--- src/rtl/alu_op_sequencer_pkg.sv ---
// alu_seq_pkg: shared definitions for the ALU operation sequencer.
//   - alu_op_e     : opcode map (bit index of the enable vector = opcode)
//   - seq_state_e  : sequencer FSM states
//   - NUM_OPS      : width of the one-hot enable vector
//   - MIN_OP_W     : smallest opcode width that covers the map
//   - is_multi()   : opcode runs for WIDTH iterations (MULT/DIV)
//   - is_legal()   : opcode is inside the map
package alu_seq_pkg;

    localparam int unsigned NUM_OPS  = 12;
    localparam int unsigned MIN_OP_W = 4;

    typedef enum logic [3:0] {
        OP_AND   = 4'd0,
        OP_NAND  = 4'd1,
        OP_OR    = 4'd2,
        OP_NOR   = 4'd3,
        OP_XOR   = 4'd4,
        OP_XNOR  = 4'd5,
        OP_NOT   = 4'd6,
        OP_ADD   = 4'd7,
        OP_SUB   = 4'd8,
        OP_MULT  = 4'd9,
        OP_DIV   = 4'd10,
        OP_SHIFT = 4'd11
    } alu_op_e;

    typedef enum logic [1:0] {
        ST_IDLE,
        ST_SINGLE,
        ST_ITER,
        ST_ILL
    } seq_state_e;

    // Opcodes are passed zero-extended to 32 bits so any OP_W up to 32 works.
    function automatic logic is_legal(input logic [31:0] op);
        return op < NUM_OPS;
    endfunction

    function automatic logic is_multi(input logic [31:0] op);
        return (op == 32'(OP_MULT)) || (op == 32'(OP_DIV));
    endfunction

endpackage

--- src/rtl/alu_op_sequencer_if.sv ---
// alu_op_sequencer_if: opcode valid/ready handshake.
//   op_valid : producer offers an opcode
//   opcode   : operation code, held stable while op_valid && !op_ready
//   op_ready : sequencer can accept; transfer when op_valid && op_ready
// Modports: master (instruction source), slave (sequencer).
interface alu_op_sequencer_if #(
    parameter int unsigned OP_W = 4
) ();
    logic            op_valid;
    logic [OP_W-1:0] opcode;
    logic            op_ready;

    modport master (output op_valid, output opcode, input  op_ready);
    modport slave  (input  op_valid, input  opcode, output op_ready);
endinterface

--- src/rtl/alu_op_sequencer_decoder.sv ---
// alu_op_decoder: purely combinational opcode decode.
//   opcode : operation code (OP_W bits, OP_W <= 32)
//   onehot : one-hot operation vector, all-zero for illegal opcodes
//   multi  : opcode is an iterative op (MULT/DIV)
//   legal  : opcode is inside the opcode map
module alu_op_decoder
    import alu_seq_pkg::*;
#(
    parameter int unsigned OP_W = 4
) (
    input  logic [OP_W-1:0]    opcode,
    output logic [NUM_OPS-1:0] onehot,
    output logic               multi,
    output logic               legal
);

    logic [31:0] op_ext;

    assign op_ext = 32'(opcode);
    assign multi  = is_multi(op_ext);
    assign legal  = is_legal(op_ext);

    always_comb begin
        onehot = '0;
        for (int unsigned i = 0; i < NUM_OPS; i++) begin
            if (op_ext == i) begin
                onehot[i] = 1'b1;
            end
        end
    end

endmodule

--- src/rtl/alu_op_sequencer.sv ---
// alu_op_sequencer: accepts opcodes over a valid/ready handshake and drives
// a registered one-hot enable vector for the ALU function units.
// Single-cycle ops retire in one cycle; MULT/DIV hold their enable for WIDTH
// cycles with a step strobe and iteration index.
//
// Ports:
//   clk, rst_n  : clock, synchronous active-low reset
//   op_if       : slave side of the opcode handshake (op_valid/opcode/op_ready)
//   enable      : one-hot op enable (bit index = opcode), or all-zero
//   step        : iteration strobe during MULT/DIV
//   step_idx    : current iteration 0..WIDTH-1
//   done        : pulse in the final cycle of every operation
//   busy        : sequencer is not idle
//   illegal     : pulse when an illegal opcode retires
//   err_sticky  : latched illegal indication
//   err_clr     : clears err_sticky (set wins over clear)
//
// Build option ALU_SEQ_ILLEGAL_TRAP_EN: when defined, illegal/err_sticky are
// live; otherwise illegal opcodes retire as a one-cycle NOP and both error
// outputs are tied low.
module alu_op_sequencer
    import alu_seq_pkg::*;
#(
    parameter int unsigned WIDTH   = 4,
    parameter int unsigned OP_W    = 4,
    parameter int unsigned NUM_OPS = alu_seq_pkg::NUM_OPS
) (
    input  logic                     clk,
    input  logic                     rst_n,
    alu_op_sequencer_if.slave        op_if,
    output logic [NUM_OPS-1:0]       enable,
    output logic                     step,
    output logic [$clog2(WIDTH)-1:0] step_idx,
    output logic                     done,
    output logic                     busy,
    output logic                     illegal,
    output logic                     err_sticky,
    input  logic                     err_clr
);

    localparam int unsigned          IDX_W    = $clog2(WIDTH);
    localparam logic [IDX_W-1:0]     LAST_IDX = IDX_W'(WIDTH - 1);

    seq_state_e         state_q, state_d;
    logic [NUM_OPS-1:0] onehot_q, onehot_d;
    logic [IDX_W-1:0]   idx_q, idx_d;

    logic [NUM_OPS-1:0] dec_onehot;
    logic               dec_multi;
    logic               dec_legal;
    logic               accept;

    alu_op_decoder #(
        .OP_W (OP_W)
    ) u_dec (
        .opcode (op_if.opcode),
        .onehot (dec_onehot),
        .multi  (dec_multi),
        .legal  (dec_legal)
    );

    always_ff @(posedge clk) begin
        if (!rst_n) begin
            state_q  <= ST_IDLE;
            onehot_q <= '0;
            idx_q    <= '0;
        end else begin
            state_q  <= state_d;
            onehot_q <= onehot_d;
            idx_q    <= idx_d;
        end
    end

    always_comb begin
        busy     = (state_q != ST_IDLE);
        step     = (state_q == ST_ITER);
        step_idx = idx_q;
        enable   = ((state_q == ST_SINGLE) || (state_q == ST_ITER)) ? onehot_q : '0;
        done     = (state_q == ST_SINGLE) || (state_q == ST_ILL) ||
                   ((state_q == ST_ITER) && (idx_q == LAST_IDX));

        // Ready in idle and in every retiring cycle so ops chain without a
        // bubble; held low while reset is asserted.
        op_if.op_ready = rst_n && ((state_q == ST_IDLE) || done);
        accept         = op_if.op_valid && op_if.op_ready;

        state_d  = state_q;
        onehot_d = onehot_q;
        idx_d    = idx_q;

        if (accept) begin
            onehot_d = dec_onehot;
            idx_d    = '0;
            if (!dec_legal) begin
                state_d = ST_ILL;
            end else if (dec_multi) begin
                state_d = ST_ITER;
            end else begin
                state_d = ST_SINGLE;
            end
        end else if (done) begin
            state_d  = ST_IDLE;
            onehot_d = '0;
            idx_d    = '0;
        end else if (state_q == ST_ITER) begin
            idx_d = idx_q + 1'b1;
        end
    end

`ifdef ALU_SEQ_ILLEGAL_TRAP_EN
    logic sticky_q;

    // Set on entry to ILL and again while in ILL, so a clear coinciding with
    // the illegal retirement cycle loses to the set.
    always_ff @(posedge clk) begin
        if (!rst_n) begin
            sticky_q <= 1'b0;
        end else if ((accept && !dec_legal) || (state_q == ST_ILL)) begin
            sticky_q <= 1'b1;
        end else if (err_clr) begin
            sticky_q <= 1'b0;
        end
    end

    assign illegal    = (state_q == ST_ILL);
    assign err_sticky = sticky_q;
`else
    logic unused_err_clr;

    assign unused_err_clr = err_clr;
    assign illegal        = 1'b0;
    assign err_sticky     = 1'b0;
`endif

endmodule

--- src/flat_wrapper.sv ---
// flat-port wrapper written by rule: the top's interface ports become plain ports
module alu_op_sequencer_flat import alu_seq_pkg::*;
#(
    parameter int unsigned WIDTH   = 4,
    parameter int unsigned OP_W    = 4,
    parameter int unsigned NUM_OPS = alu_seq_pkg::NUM_OPS
)
  (clk, rst_n, enable, step, step_idx, done, busy, illegal, err_sticky, err_clr, op_if_op_valid, op_if_opcode, op_if_op_ready);
  alu_op_sequencer_if #(.OP_W(OP_W)) op_if_i ();
  input  logic clk;
  input  logic rst_n;
  output logic [NUM_OPS-1:0] enable;
  output logic step;
  output logic [$clog2(WIDTH)-1:0] step_idx;
  output logic done;
  output logic busy;
  output logic illegal;
  output logic err_sticky;
  input  logic err_clr;
  input wire logic [$bits(op_if_i.op_valid)-1:0] op_if_op_valid;
  input wire logic [$bits(op_if_i.opcode)-1:0] op_if_opcode;
  output wire logic [$bits(op_if_i.op_ready)-1:0] op_if_op_ready;
  assign op_if_i.op_valid = op_if_op_valid;
  assign op_if_i.opcode = op_if_opcode;
  assign op_if_op_ready = op_if_i.op_ready;
  alu_op_sequencer #(.WIDTH(WIDTH), .OP_W(OP_W), .NUM_OPS(NUM_OPS)) u_core (.clk(clk), .rst_n(rst_n), .op_if(op_if_i), .enable(enable), .step(step), .step_idx(step_idx), .done(done), .busy(busy), .illegal(illegal), .err_sticky(err_sticky), .err_clr(err_clr));
endmodule
--- config.mk ---
export PLATFORM = sky130hd
export DESIGN_NAME = alu_op_sequencer_flat
export DESIGN_NICKNAME = d
export VERILOG_FILES = /design/src/rtl/alu_op_sequencer_pkg.sv /design/src/rtl/alu_op_sequencer_if.sv /design/src/rtl/alu_op_sequencer_decoder.sv /design/src/rtl/alu_op_sequencer.sv /design/src/flat_wrapper.sv
export SDC_FILE = /design/constraint.sdc
export NUM_CORES = 1
export LEC_CHECK = 0
export ABC_CLOCK_PERIOD_IN_PS = 1600
export CAP_MARGIN = 10
export CORE_MARGIN = 3
export CORE_UTILIZATION = 39
export DETAILED_ROUTE_END_ITERATION = 16
export GPL_TIMING_DRIVEN = 0
export PLACE_DENSITY_LB_ADDON = 0.25
export RECOVER_POWER = 50
export REMOVE_ABC_BUFFERS = 1
export SYNTH_ARGS = -nofsm -noshare
export SYNTH_HDL_FRONTEND = slang
export SYNTH_SLANG_ARGS = --single-unit
--- constraint.sdc ---
create_clock -name clk -period 1.6 [get_ports clk]
set_input_delay 0.4 -clock clk [delete_from_list [all_inputs] [get_ports clk]]
set_output_delay 0.4 -clock clk [all_outputs]
set_load 0.02 [all_outputs]
==> run summary, run 1 <==
Clock power frac - 0.270
Pin count of the biggest net entering global routing - 17
Die H - 51.88 um
Fin. Hold Viols - 0
VDD IR max - 0.6146 mV
Reg power frac - 0.428
TritonRoute pass-1 iters - 4
Synth Area in Compound Gates - 0.2119
Synth unique cells - 27
Warnings, synthesis - 0
Synth top area share - 0.3902
DRC - 0
Worst Path Buf+Inv - 1
Post-Synth Simple-Gate Area - 0.2210
Antenna viol nets, final - 0
Cts hold-fix bufs - 0
CP Launch Point - u_core.state_q[0]$_SDFFE_PN0P_
Final HPWL DP - 1282 um
Switching fraction of total power - 0.2932
N_diodes - 0
Post-synthesis mux area share - 0.01220
Period utilisation layout - 1.237
Drt total wl - 1834 um
Leakage - 0.5711 nW
First-pass GRT wire length - 2994 um
Area contributors post-synth - dfxtp_1 (39%), and2_1 (9.9%), ha_1 (7.6%), a22o_1 (7.5%), a22o_2 (3.7%)
WS Path Type - register to output port
Biggest cell delay along the critical path - 0.38 ns
Initial Util - 0.4418
Status - finished with violations
Syn Inst Count - 77
Layout net count - 123
GRT Residual Overflow - 0
HP Start - u_core.onehot_q[3]$_SDFFE_PN0P_
Hold Path Class - register to register
DIE AREA - 2691 sq um
R2R Path Start - u_core.state_q[0]$_SDFFE_PN0P_
Max Cap Violations - 0
Wirelength per Cell - 13.69 um
Root Buffer - clkbuf_4
Fin worst setup slack - -0.3789 ns
Synth Area in Adders - 0.07622
CP required - 1.20 ns
Starting DRT DRC Count - 9
Yosys top cell by area - dfxtp_1
Mean number of vias per cell - 4.910
WP data arrival - 1.58 ns
Cell Rows - 15
Clock Sinks - 16
Post-synth EDFFs - 0
Tmin final - 1.979 ns
R2R Path End - u_core.onehot_q[11]$_SDFFE_PN0P_
XOR/XNOR share of the synthesized area - 0.01067
Comb power frac - 0.301
Flop2flop setup slack - -0.03 ns
Gr usage total - 0.1533
Most common cell in the synthesized netlist - dfxtp_1
CTS Buf Count - 3
Failing checks - negative setup slack
Unrepaired setup endpoints after global routing - true
P_int - 0.0006992 W
Multi-input gate area in the final layout - 549.3 sq um
Clk slew on worst S/H paths - 0.09 ns
Ports - 28
R2R depth - 6
Setup crit end kind - output port
Worst skew pair latency - 0.29 ns
Critical Path, Cell by Cell - ha_2 > a2111oi_4 > and2b_1 > buf_6
Layout cells sized above 1 - 0.5413
DIE WIDTH - 51.88 um
CP startpoint kind - register
Most common flop cell mapped by yosys - dfxtp_1
Clock tree buffer depth - 2
CP max-delay cell - dfxtp_4
Vias in the first global route - 635
Post-Layout Cell Count - 134
Mean Syn Cell Area - 10.66 sq um
Final Cell Area - 1296 sq um
Final Skew - 0.003530 ns
Top Family by Delay on Critical Path - flip-flops
Initial antenna violation count - 0
Async S/R FF share, synth - 0
Vias after detailed routing - 658
Critical path depth - 4
Syn-to-layout area delta - 57.93%
Critical Path Fanout Max - 4
Combinational family with the most area after synthesis - simple AND/OR/NAND/NOR gates
Net load switching power - 0.0002900 W
Sequential element share of the synthesized area - 0.3902
#FFs+latches synth - 16
Gpl congestion - 0.7447
FILL cells - 136
Cell Pwr Density - 763.1 nW/um^2
Sequential cell area - 327.8 sq um
Core Area - 1858 sq um
Worst setup path end - op_if_op_ready
Placed Instance Area - 1051 sq um
Commonest cells post-synth - dfxtp_1 (16), and2_1 (13), a22o_1 (7)
Final setup fails - 18
Port bufs - 24
Placed Cells incl. Taps - 122
FMAX - 505.3 MHz
H-Tree Depth - 1
Mapped Area - 820.8 sq um
Final slew viol count - 0
CTS tree - built
==> sequential cells by signal (all words and copies together) (netlist names) <==
| register | cells |
|---|---|
| u_core.state_q | 2 |
| u_core.onehot_q | 12 |
| u_core.step_idx | 2 |
==> layer usage <==
| layer | vias to the layer above | part of all wire | track usage | routed length [um] |
|---|---|---|---|---|
| met1 | 303 | 0.44 | 0.2053 | 800 |
| li1 | 335 | - | - | - |
| met5 | - | 0 | 0 | 0 |
| met3 | 2 | 0.067 | 0.04585 | 123 |
| met4 | 0 | 0.010 | 0.05240 | 19 |
| met2 | 18 | 0.49 | 0.2322 | 890 |
==> cell usage in the layout (no fill, tap or decap), types with 2 or more instances in the layout <==
cell type	n
a22o_1	7
a22o_2	3
a32o_1	2
a32o_2	2
and2_4	12
buf_4	3
buf_6	18
clkbuf_4	3
clkdlybuf4s50_1	6
conb_1	2
dfxtp_1	14
dfxtp_4	2
dlygate4sd2_1	3
ha_2	2
ha_4	3
inv_1	2
inv_4	2
nand2_1	2
nor2b_1	4
==> how the worst min path moves through the flow <==
stage	cells after the start	to	slack, ns
after global routing	1	u_core.onehot_q[9]$_SDFFE_PN0P_	0.51
after floorplan	1	u_core.onehot_q[7]$_SDFFE_PN0P_	0.43
after global placement	1	u_core.onehot_q[7]$_SDFFE_PN0P_	0.44
final	1	u_core.onehot_q[3]$_SDFFE_PN0P_	0.48
after detailed placement	1	u_core.onehot_q[3]$_SDFFE_PN0P_	0.45
after CTS	1	u_core.onehot_q[3]$_SDFFE_PN0P_	0.48
==> worst reg2reg max path, delay by kind of cell, from the launching register on <==
| family | cells | cell delay (ns) |
|---|---|---|
| AO/OA/AOI/OAI | 2 | 0.58 |
| adder cells (fa/ha/maj) | 1 | 0.21 |
| flip-flops | 1 | 0.38 |
| AND/OR/NAND/NOR | 1 | 0.06 |
| buffers and inverters | 2 | 0.29 |
==> cells by family after synthesis <==
kind of cell / count (synthesis)
compound gates: 17
xor+xnor: 1
fa+ha+maj: 5
buf+inv: 9
flops: 16
mux: 1
other cells: 1
simple gates: 27
==> power groups by stage <==
| stage | sequential (W) | clock [W] | combinational (W) |
|---|---|---|---|
| final | 0.000424 | 0.000267 | 0.000298 |
| after global routing | 0.000426 | 0.000290 | 0.000324 |
| after CTS | 0.000421 | 0.000276 | 0.000287 |
| after detailed placement | 0.000427 | 0 | 0.000192 |
| after global placement | 0.000426 | 0 | 0.000187 |
| after floorplan | 0.000426 | 0 | 0.000116 |
==> metrics by stage <==
step | total power, W | hold slack (ns) | utilization | TNS (ns) | setup WS (ns)
finish | 0.0009892 | 0.4785 | 0.6976 | -3.319 | -0.3789
global route | 0.001040 | 0.5056 | 0.6976 | -5.338 | -0.4700
CTS | 0.0009846 | 0.4818 | 0.6721 | -4.097 | -0.4302
detailed placement | 0.0006191 | 0.4500 | 0.5657 | -11.37 | -0.8070
global placement | 0.0006129 | 0.4409 | 0.5657 | -10.26 | -0.7602
floorplan | 0.0005418 | 0.4337 | - | -1.896 | -0.3139
==> area by class of cell <==
type | instances | share of cell area
clock buffers | 4 | 0.02799
repair buffers | 32 | 0.2558
inverters | 4 | 0.01544
multi-input cells | 53 | 0.4237
flip-flops and latches | 16 | 0.2529
well taps | 25 | 0.02413
==> repair_timing <==
action / in CTS / in global routing
gates resized for setup: 116 / 17
setup buffers: 7 / 2
pin swaps: 6 / 23
endpoints found under the setup margin: 34 / 31
(Power assumes the default switching activity.)
==> inputs of run 2 (changes only) <==
--- a/config.mk
+++ b/config.mk
@@ -9,6 +9,7 @@
 export CAP_MARGIN = 10
 export CORE_MARGIN = 3
 export CORE_UTILIZATION = 39
+export CTS_CLUSTER_SIZE = 30
 export DETAILED_ROUTE_END_ITERATION = 16
 export GPL_TIMING_DRIVEN = 0
 export PLACE_DENSITY_LB_ADDON = 0.25
==> results of run 2 <==
No change in the layout: final DEF, timing and power equal those of run 1.
==> inputs of run 3 (changes only) <==
--- a/config.mk
+++ b/config.mk
@@ -5,10 +5,9 @@
 export SDC_FILE = /design/constraint.sdc
 export NUM_CORES = 1
 export LEC_CHECK = 0
-export ABC_CLOCK_PERIOD_IN_PS = 1600
 export CAP_MARGIN = 10
 export CORE_MARGIN = 3
-export CORE_UTILIZATION = 39
+export CORE_UTILIZATION = 40
 export CTS_CLUSTER_SIZE = 30
 export DETAILED_ROUTE_END_ITERATION = 16
 export GPL_TIMING_DRIVEN = 0
==> constraint.sdc (replaced) <==
create_clock -name clk -period 1.9 [get_ports clk]
set_input_delay 0.475 -clock clk [delete_from_list [all_inputs] [get_ports clk]]
set_output_delay 0.475 -clock clk [all_outputs]
set_load 0.02 [all_outputs]
==> run 3 against run 2 <==
Compared with the run above:
- the flow still finishes with violations (negative setup slack)
- power is 19% lower
- setup slack improved by 0.25 ns
- non-clock buffer count down 2
- sequential power shrank 16%
- first-iteration DRC count increased by 44%
- worst hold slack better by 0.0014 ns
- utilization shrank 2.2 points
- critical endpoint unchanged
- flip-flop and latch count unchanged
- clock power decreased by 19%
- final cell count decreased by 1.5%
- critical path depth grew 1
==> run summary, run 3 (synthesized netlist as in run 1, its figures left out) <==
Final setup fails - 1 (-17)
Worst setup path end - op_if_op_ready
DIE AREA - 2632 sq um (-2.2%)
Failing checks - negative setup slack
Port bufs - 24 (unchanged)
R2R Path Start - u_core.state_q[1]$_SDFFE_PN0P_
Final Skew - 0.004786 ns (+0.001256 ns)
Comb power frac - 0.281 (-0.020)
DIE WIDTH - 51.30 um (-1.1%)
Post-Route M1 WL - 812 um (+1.5%)
Layout cells sized above 1 - 0.5140 (-0.02727)
Cell Rows - 15 (unchanged)
WP data arrival - 1.56 ns (-0.02 ns)
Gr usage total - 0.1487 (-0.004648)
WL met3 - 96 um (-22%)
CP startpoint kind - register
Max reg flops - 12 (unchanged)
Reg power frac - 0.448 (+0.020)
Setup crit end kind - output port
Initial Util - 0.4463 (+0.004508)
CTS tree - built
FMAX - 492.2 MHz
First-pass GRT wire length - 2939 um (-1.8%)
Period utilisation layout - 1.069
H-Tree Depth - 1 (unchanged)
Top Layer Used - met4
Antenna viol nets, final - 0 (unchanged)
R2R depth - 6 (unchanged)
Vias in the first global route - 627 (-1.3%)
Worst-Margin Slew - 0.5529 ns
Tmin final - 2.032 ns
Total Power - 0.0007995 W (-19%)
Die H - 51.30 um (-1.1%)
Syn-to-layout area delta - 51.37%
N_diodes - 0 (unchanged)
Fin worst setup slack - -0.1318 ns (+0.2471 ns)
Vias after detailed routing - 665 (+1.1%)
Setup_tns - -0.1318 ns (+3.187 ns)
Net load switching power - 0.0002266 W (-22%)
Slew headroom - 0.6314
Cell Pwr Density - 643.5 nW/um^2 (-16%)
Ports - 28 (unchanged)
WL met2 - 940 um (+5.6%)
Critical Path, Cell by Cell - inv_4 > ha_4 > a2111oi_4 > and2b_1 > buf_6
Most frequent cells in the layout - buf_6 (16), dfxtp_1 (14), and2_4 (12)
Root Buffer - clkbuf_4
Switching fraction of total power - 0.2834 (-0.009733)
Commonest non-fill, non-tap cell in the layout - buf_6
Status - finished with violations
Cts hold-fix bufs - 0 (unchanged)
Final slew viol count - 0 (unchanged)
Initial antenna violation count - 0 (unchanged)
Hold depth - 1 (unchanged)
Layout net count - 121 (-1.6%)
P_int - 0.0005729 W (-18%)
Core Util, Final - 0.6755 (-0.02213)
R2R Path End - u_core.onehot_q[7]$_SDFFE_PN0P_
Critical path depth - 5 (+1)
Flop2flop setup slack - 0.13 ns (+0.16 ns)
Pin count of the biggest net entering global routing - 17 (unchanged)
Core Area - 1839 sq um (-1.0%)
CP Launch Point - u_core.state_q[0]$_SDFFE_PN0P_
Clk slew on worst S/H paths - 0.08 ns (about the same)
Clock Sinks - 16 (unchanged)
CP max-delay cell - dfxtp_4
Wirelength per Cell - 14.06 um (+2.7%)
Top Family by Delay on Critical Path - flip-flops
Worst Path Buf+Inv - 2 (+1)
VDD IR max - 0.5716 mV (-7.0%)
Placed Instance Area - 1051 sq um (unchanged)
Worst skew pair latency - 0.28 ns (about the same)
GRT Residual Overflow - 0 (unchanged)
Most flops, register - u_core.onehot_q
Critical Path Fanout Max - 4 (unchanged)
TritonRoute pass-1 iters - 4 (unchanged)
Final HPWL DP - 1238 um (-3.4%)
CTS Buf Count - 3 (unchanged)
Starting DRT DRC Count - 13 (+4)
Mean number of vias per cell - 5.038 (+2.6%)
Drt total wl - 1856 um (+1.2%)
Gpl congestion - 0.7618 (+2.3%)
Fin. Hold Viols - 0 (unchanged)
Unrepaired setup endpoints after global routing - true
DRC - 0 (unchanged)
Clock power frac - 0.271 (about the same)
Final Cell Area - 1242 sq um (-4.2%)
CP required - 1.42 ns (+0.22 ns)
Leakage - 0.5411 nW (-5.3%)
DP Worst Slack - -0.6018 ns (+0.2052 ns)
Clock tree buffer depth - 2 (unchanged)
WS Path Type - register to output port
FILL cells - 154 (+13%)
Hold Path Class - register to register
Max Cap Violations - 0 (unchanged)
Biggest cell delay along the critical path - 0.40 ns (+0.02 ns)
-- run 3: cell type report --
type                    instances  area (sq um)  share of cell area
well taps                      25         31.28             0.02518
multi-input cells              53         521.8              0.4199
flip-flops and latches         16         327.8              0.2638
clock buffers                   4         36.28             0.02920
inverters                       4         20.02             0.01611
repair buffers                 30         305.3              0.2457
-- run 3: worst min-delay path by stage --
stage,endpoint,slack (ns),start
finish,u_core.onehot_q[3]$_SDFFE_PN0P_,0.48,u_core.onehot_q[3]$_SDFFE_PN0P_
floorplan,u_core.onehot_q[7]$_SDFFE_PN0P_,0.43,u_core.onehot_q[7]$_SDFFE_PN0P_
global placement,u_core.onehot_q[7]$_SDFFE_PN0P_,0.45,u_core.onehot_q[7]$_SDFFE_PN0P_
CTS,u_core.onehot_q[7]$_SDFFE_PN0P_,0.47,u_core.onehot_q[7]$_SDFFE_PN0P_
detailed placement,u_core.onehot_q[7]$_SDFFE_PN0P_,0.45,u_core.onehot_q[7]$_SDFFE_PN0P_
global route,u_core.onehot_q[3]$_SDFFE_PN0P_,0.51,u_core.onehot_q[3]$_SDFFE_PN0P_
-- run 3: worst reg2reg max path, cell delays in order, from the launching register on --
cell       delay, ns
dfxtp_4         0.41
ha_2            0.23
a2111oi_4       0.06
buf_4           0.14
buf_4           0.14
nor4b_2         0.50
a32o_1          0.24
-- run 3: timing repair --
item,4_1_cts,5_1_grt
pin swaps,3,12
cloned,0,0
resized for setup,73,44
buffers inserted,5,1
setup endpoints to repair,25,14
-- run 3: layer usage --
metal | global-route usage | vias up
li1 | - | 334
met4 | 0.04803 | 0
met5 | 0 | -
met2 | 0.2403 | 17
met1 | 0.1854 | 312
met3 | 0.04956 | 2
-- run 3: power by group through the flow --
stage | combinational [W] | clock [W] | sequential (W)
floorplan | 0.0000975 | 0 | 0.000359
global placement | 0.000158 | 0 | 0.000359
detailed placement | 0.000162 | 0 | 0.000360
CTS | 0.000196 | 0.000225 | 0.000355
global route | 0.000240 | 0.000242 | 0.000360
finish | 0.000225 | 0.000216 | 0.000358
-- run 3: stage by stage --
step           hold slack, ns  std cells
2_1_floorplan          0.4337         73
3_3_place_gp           0.4474        122
3_5_place_dp           0.4526        122
4_1_cts                0.4725        131
5_1_grt                0.5122        132
6_report               0.4799        132
